==> src/rtl/mem_wb_stage.sv <==
// rtl/mem_wb_stage.sv - memory access and writeback stage with dmem req/ack handshake and access timeout
// Optional feature macro: MISALIGN_TRAP_EN (adds misalign_exc, traps misaligned half/word accesses)
module mem_wb_stage #(
    parameter int TIMEOUT   = 255,
    parameter int TIMEOUT_W = 8
) (
    input  logic        clk,
    input  logic        rst,
    input  logic        in_valid,
    output logic        in_ready,
    input  logic [31:0] instruction_in,
    input  logic [31:0] alu_in,
    input  logic [31:0] store_data,
    input  logic [31:0] pc,
    output logic        dmem_req,
    output logic        dmem_we,
    output logic [3:0]  dmem_be,
    output logic [31:0] dmem_addr,
    output logic [31:0] dmem_wdata,
    input  logic [31:0] dmem_rdata,
    input  logic        dmem_ack,
    output logic        wb_en,
    output logic [4:0]  wb_rd,
    output logic [31:0] wb_data,
`ifdef MISALIGN_TRAP_EN
    output logic        misalign_exc,
`endif
    output logic        mem_err
);

    localparam logic [6:0] OPC_LOAD   = 7'b0000011;
    localparam logic [6:0] OPC_STORE  = 7'b0100011;
    localparam logic [6:0] OPC_OP     = 7'b0110011;
    localparam logic [6:0] OPC_OPIMM  = 7'b0010011;
    localparam logic [6:0] OPC_LUI    = 7'b0110111;
    localparam logic [6:0] OPC_AUIPC  = 7'b0010111;
    localparam logic [6:0] OPC_JAL    = 7'b1101111;
    localparam logic [6:0] OPC_JALR   = 7'b1100111;

    typedef enum logic {IDLE, MEM} state_t;

    state_t                 state, state_nx;
    logic [TIMEOUT_W-1:0]   cnt, cnt_nx;
    logic                   req_nx, we_nx, wb_en_nx, mem_err_nx;
    logic [3:0]             be_nx;
    logic [31:0]            addr_nx, wdata_nx, wb_data_nx;
    logic [4:0]             wb_rd_nx;
    logic [2:0]             ld_f3, ld_f3_nx;
    logic [1:0]             ld_off, ld_off_nx;
    logic [4:0]             ld_rd, ld_rd_nx;
    logic                   misalign_nx;

    logic [6:0]  opc;
    logic [4:0]  rd;
    logic [2:0]  f3;
    logic [1:0]  a;
    logic [1:0]  eff_off;
    logic [3:0]  st_be;
    logic [31:0] st_wdata;
    logic        misaligned;
    logic [31:0] ld_shifted;
    logic [31:0] ld_value;
    logic        unused_instr_bits;

    assign opc  = instruction_in[6:0];
    assign rd   = instruction_in[11:7];
    assign f3   = instruction_in[14:12];
    assign a    = alu_in[1:0];
    assign unused_instr_bits = ^instruction_in[31:15];

    assign in_ready = (state == IDLE);

    // Low address bits that cannot apply to the access size are dropped.
    always_comb begin
        eff_off    = 2'b00;
        st_be      = 4'b1111;
        st_wdata   = store_data;
        misaligned = 1'b0;
        case (f3[1:0])
            2'b00: begin
                eff_off  = a;
                st_be    = 4'b0001 << a;
                st_wdata = {4{store_data[7:0]}};
            end
            2'b01: begin
                eff_off    = {a[1], 1'b0};
                st_be      = 4'b0011 << {a[1], 1'b0};
                st_wdata   = {2{store_data[15:0]}};
                misaligned = a[0];
            end
            default: begin
                misaligned = (a != 2'b00);
            end
        endcase
    end

    assign ld_shifted = dmem_rdata >> {ld_off, 3'b000};

    always_comb begin
        case (ld_f3)
            3'b000:  ld_value = {{24{ld_shifted[7]}}, ld_shifted[7:0]};
            3'b001:  ld_value = {{16{ld_shifted[15]}}, ld_shifted[15:0]};
            3'b100:  ld_value = {24'd0, ld_shifted[7:0]};
            3'b101:  ld_value = {16'd0, ld_shifted[15:0]};
            default: ld_value = ld_shifted;
        endcase
    end

    always_comb begin
        state_nx    = state;
        cnt_nx      = cnt;
        req_nx      = dmem_req;
        we_nx       = dmem_we;
        be_nx       = dmem_be;
        addr_nx     = dmem_addr;
        wdata_nx    = dmem_wdata;
        wb_en_nx    = 1'b0;
        wb_rd_nx    = wb_rd;
        wb_data_nx  = wb_data;
        mem_err_nx  = 1'b0;
        ld_f3_nx    = ld_f3;
        ld_off_nx   = ld_off;
        ld_rd_nx    = ld_rd;
        misalign_nx = 1'b0;
        case (state)
            IDLE: begin
                if (in_valid) begin
                    if (opc == OPC_LOAD || opc == OPC_STORE) begin
`ifdef MISALIGN_TRAP_EN
                        if (misaligned) begin
                            misalign_nx = 1'b1;
                        end else begin
`else
                        begin
`endif
                            state_nx  = MEM;
                            cnt_nx    = '0;
                            req_nx    = 1'b1;
                            we_nx     = (opc == OPC_STORE);
                            be_nx     = (opc == OPC_STORE) ? st_be : 4'b1111;
                            addr_nx   = {alu_in[31:2], 2'b00};
                            wdata_nx  = (opc == OPC_STORE) ? st_wdata : dmem_wdata;
                            ld_f3_nx  = f3;
                            ld_off_nx = eff_off;
                            ld_rd_nx  = rd;
                        end
                    end else if (rd != 5'd0) begin
                        case (opc)
                            OPC_JAL, OPC_JALR: begin
                                wb_en_nx   = 1'b1;
                                wb_rd_nx   = rd;
                                wb_data_nx = pc + 32'd4;
                            end
                            OPC_OP, OPC_OPIMM, OPC_LUI, OPC_AUIPC: begin
                                wb_en_nx   = 1'b1;
                                wb_rd_nx   = rd;
                                wb_data_nx = alu_in;
                            end
                            default: ;
                        endcase
                    end
                end
            end
            MEM: begin
                // An ack arriving on the final timeout cycle still completes normally.
                if (dmem_ack) begin
                    state_nx = IDLE;
                    req_nx   = 1'b0;
                    if (!dmem_we && ld_rd != 5'd0) begin
                        wb_en_nx   = 1'b1;
                        wb_rd_nx   = ld_rd;
                        wb_data_nx = ld_value;
                    end
                end else if (cnt == TIMEOUT_W'(TIMEOUT - 1)) begin
                    state_nx   = IDLE;
                    req_nx     = 1'b0;
                    mem_err_nx = 1'b1;
                end else begin
                    cnt_nx = cnt + TIMEOUT_W'(1);
                end
            end
            default: state_nx = IDLE;
        endcase
    end

    always_ff @(posedge clk or posedge rst) begin
        if (rst) begin
            state      <= IDLE;
            cnt        <= '0;
            dmem_req   <= 1'b0;
            dmem_we    <= 1'b0;
            dmem_be    <= 4'd0;
            dmem_addr  <= 32'd0;
            dmem_wdata <= 32'd0;
            wb_en      <= 1'b0;
            wb_rd      <= 5'd0;
            wb_data    <= 32'd0;
            mem_err    <= 1'b0;
            ld_f3      <= 3'd0;
            ld_off     <= 2'd0;
            ld_rd      <= 5'd0;
        end else begin
            state      <= state_nx;
            cnt        <= cnt_nx;
            dmem_req   <= req_nx;
            dmem_we    <= we_nx;
            dmem_be    <= be_nx;
            dmem_addr  <= addr_nx;
            dmem_wdata <= wdata_nx;
            wb_en      <= wb_en_nx;
            wb_rd      <= wb_rd_nx;
            wb_data    <= wb_data_nx;
            mem_err    <= mem_err_nx;
            ld_f3      <= ld_f3_nx;
            ld_off     <= ld_off_nx;
            ld_rd      <= ld_rd_nx;
        end
    end

`ifdef MISALIGN_TRAP_EN
    always_ff @(posedge clk or posedge rst) begin
        if (rst) misalign_exc <= 1'b0;
        else     misalign_exc <= misalign_nx;
    end
`else
    logic unused_misalign;
    assign unused_misalign = misalign_nx ^ misaligned;
`endif

endmodule

==> config.mk <==
export PLATFORM = sky130hd
export DESIGN_NAME = mem_wb_stage
export DESIGN_NICKNAME = d
export VERILOG_FILES = /design/src/rtl/mem_wb_stage.sv
export SDC_FILE = /design/constraint.sdc
export NUM_CORES = 1
export LEC_CHECK = 0
export ABC_CLOCK_PERIOD_IN_PS = 12700
export BUFFER_PORTS_ARGS = -buffer_cell sky130_fd_sc_hd__buf_2
export CORE_MARGIN = 1.5
export CORE_UTILIZATION = 35
export CTS_CLUSTER_DIAMETER = 150
export DETAILED_ROUTE_END_ITERATION = 7
export GPL_ROUTABILITY_DRIVEN = 0
export GPL_TIMING_DRIVEN = 0
export PLACE_DENSITY = 0.66
export SYNTH_ARGS = -nofsm -noshare
export SYNTH_HDL_FRONTEND = slang
export SYNTH_SLANG_ARGS = --single-unit
export TNS_END_PERCENT = 100
==> constraint.sdc <==
create_clock -name clk -period 12.7 [get_ports clk]
set_clock_uncertainty 0.1 [all_clocks]
set_input_delay 1.905 -clock clk [delete_from_list [all_inputs] [get_ports clk]]
set_output_delay 1.905 -clock clk [all_outputs]
set_load 0.02 [all_outputs]
==> out/results.ini <==
[finish]
instances_no_fill=1373
fin_nets=1257
final_cell_mix=buf_2, nand2_1, dfrtp_1
diodes=0
layout-drive-gt1-share_pct=30.1
syn_to_final_growth_pct=30.7
nFillCells=1993
layout_commonest_cell=buf_2

[drt]
wl_per_cell_microns=19.9
final_antenna_net_count=0
drc_errors=0
drtIter0Drc=560
wl_mm=27.4
dr.pass1.iters=6
routed_via_density=5.41
routed-via-count=7424

[placed_design]
dpl_worst_slack_ps=8110
place_inst=1341
dp_hpwl_mm=21.4
port_buffers=250

[power]
power_mw=1.33
p_per_area_nw_per_um2=141
pwr-share-clk_pct=37.3
comb_power_share_pct=24.9
p_sw_share_pct=33.3
vdd_drop_max_mv=0.0905
pwr-share-seq_pct=37.8
p_int_mw=0.888
p_sw_mw=0.444
power_leakage_nw=4.78

[global_route]
grt_pass1_vias=7323
grt_overflow_total=0
grt_pass1_wl_mm=41.9
antenna_found_initial=0
grt_max_degree=74
grt_usage_pct=25.8

[yosys]
post-synth-top-area-fraction_pct=43.7
ys_warn_count=0
synthTopCellsByArea=dfrtp_1, nand2_1, mux2i_1, nand3_1, o21ai_0
syn_area_per_cell_sq_um=8.81
synth_seq_cells=126
ys_dominant_reg_cell=dfrtp_1
synth_edf_count=0
netlist_area_sq_um=7210
synth.distinct_cells=65
ys_seq_area_share_pct=43.7
syn_inst=819
async_flop_share_pct=100
yosys.area.top_type=dfrtp_1

[worst_setup_path]
cp_max_fo=10
cp-end-kind=flip-flop
critPathMaxStageDelay_ps=450
cp_slowest_cell=nor4bb_1
worstSetupPathType=in -> reg
r2r_cells=7
path_cells=buf_2, nor4bb_1, buf_2, nand2_2, a211o_1, buf_6, and2_1, buf_4, inv_2, buf_6, mux2_2
critPathLaunchType=input port
cp_data_required_time_ps=12910
cp.arrival_ps=4300

[sta]
fmaxAchievable_mhz=244
setup_slack_ps=8600
worst_pin_slew_ps=1190
slew_headroom_pct=20.5
setup_viol=0
final_max_slew_viol_count=0
hold_violations=0
fin_crit_ps=4100
timing.final.crit_share_pct=32.3
rsz0062_at_grt=no
tns_ps=0

[floorplanning]
dieArea_sq_um=21500
start_util_pct=35.7
design.core.area_sq_um=20200
fp.dieW_microns=147
row_count=52
dieHeight_microns=147
io_pins=274

[job]
drv_cap=0

[clocking]
cts_buffer_depth=2
ctsHtreeMaxLevel=4
cts_hold_buf=0
cts_tree=done
cts.sink_count=126
cts_buffers=17
cts_resized=0
clock_latency_ps=430
postCtsSetupBuffers=0
clk_pin_slew_worst_paths_ps=60
cts-root-buf=clkbuf_16

[run_status]
status=complete, no violations

[hold_path]
whs_path_depth=2
hold_path.class=reg -> reg

==> through the flow <==
stage | hold WS, ps | utilization (%) | instance area, sq um
finish | 372 | 46.6 | 9430
global route | 392 | 46.6 | 9430
floorplan | 359 | - | 7220
global placement | 356 | 43.5 | 8810
detailed placement | 359 | 43.7 | 8840
CTS | 375 | 46.6 | 9430
==> power groups by stage <==
| stage | clock network [mW] | logic, mW | registers (mW) |
|---|---|---|---|
| finish | 0.497 | 0.331 | 0.503 |
| detailed placement | 0 | 0.332 | 0.509 |
| floorplan | 0 | 0.123 | 0.578 |
| global route | 0.520 | 0.360 | 0.511 |
| CTS | 0.501 | 0.333 | 0.503 |
| global placement | 0 | 0.327 | 0.508 |
==> sequential cells by signal, indices dropped and copies added, names as in the netlist <==
signal	cells
wb_rd	5
wb_en	1
wb_data	32
ld_f3	3
dmem_addr	30
ld_rd	5
cnt	8
dmem_we	1
dmem_be	4
dmem_req	1
mem_err	1
dmem_wdata	32
state	1
ld_off	2
==> critical path: cells and delay by family <==
kind	cells	cell delay (ps)
AOI/OAI and AO/OA	1	290
buffers and inverters	6	1010
muxes	1	340
and+or+nand+nor	3	750
==> cells in the mapped netlist, drive strengths merged, types with 12 or more instances <==
library cell and instances:
nand2 184, dfrtp 126, mux2i 60, nand3 53
o21ai 51, nor2 46, clkbuf 42, a21oi 31
mux2 20, nand4 18, buf 16, o31ai 16
nor4 13, nor3 12
==> logic make-up after synthesis <==
family | count (synthesis) | synth area share [%]
and+or+nand+nor | 376 | 24.1
AOI/OAI and AO/OA | 148 | 13.2
DFF | 126 | 43.7
muxes | 82 | 12.1
buffers and inverters | 67 | 4.40
xor gates and xnor gates | 16 | 1.94
adders and majority gates | 3 | 0.520
other | 1 | 0.0520
==> routing by layer <==
| metal | GRT usage [%] | wire, microns | share of wire, % |
|---|---|---|---|
| met1 | 31.1 | 10700 | 39 |
| met2 | 42.1 | 12700 | 46 |
| met3 | 7.66 | 2740 | 10 |
| met4 | 12.6 | 1190 | 4.4 |
| met5 | 0 | 0 | 0 |
==> area by class of cell <==
class | instances | area [sq um] | share of cell area [%]
Sequential cell | 126 | 3150 | 33.4
Clock inverter | 13 | 140 | 1.49
Clock buffer | 19 | 453 | 4.80
Inverter | 9 | 38.8 | 0.411
Timing Repair Buffer | 251 | 1280 | 13.6
Tap cell | 270 | 338 | 3.58
Multi-Input combinational cell | 627 | 3750 | 39.7
Buffer | 58 | 284 | 3.01
==> worst paths after layout <==
kind                                   start        endpoint  slack, ps
setup / recovery           instruction_in[3]      wb_data[3]       8600
hold / removal                 dmem_addr[17]   dmem_addr[17]        370
setup reg to reg                       state  dmem_wdata[25]       9870
hold reg to reg                dmem_addr[17]   dmem_addr[17]        370
max in group asynchronous                rst     wb_data[10]      10320
min in group asynchronous                rst  dmem_wdata[12]       1420
Power figures use the tool's default switching activity.
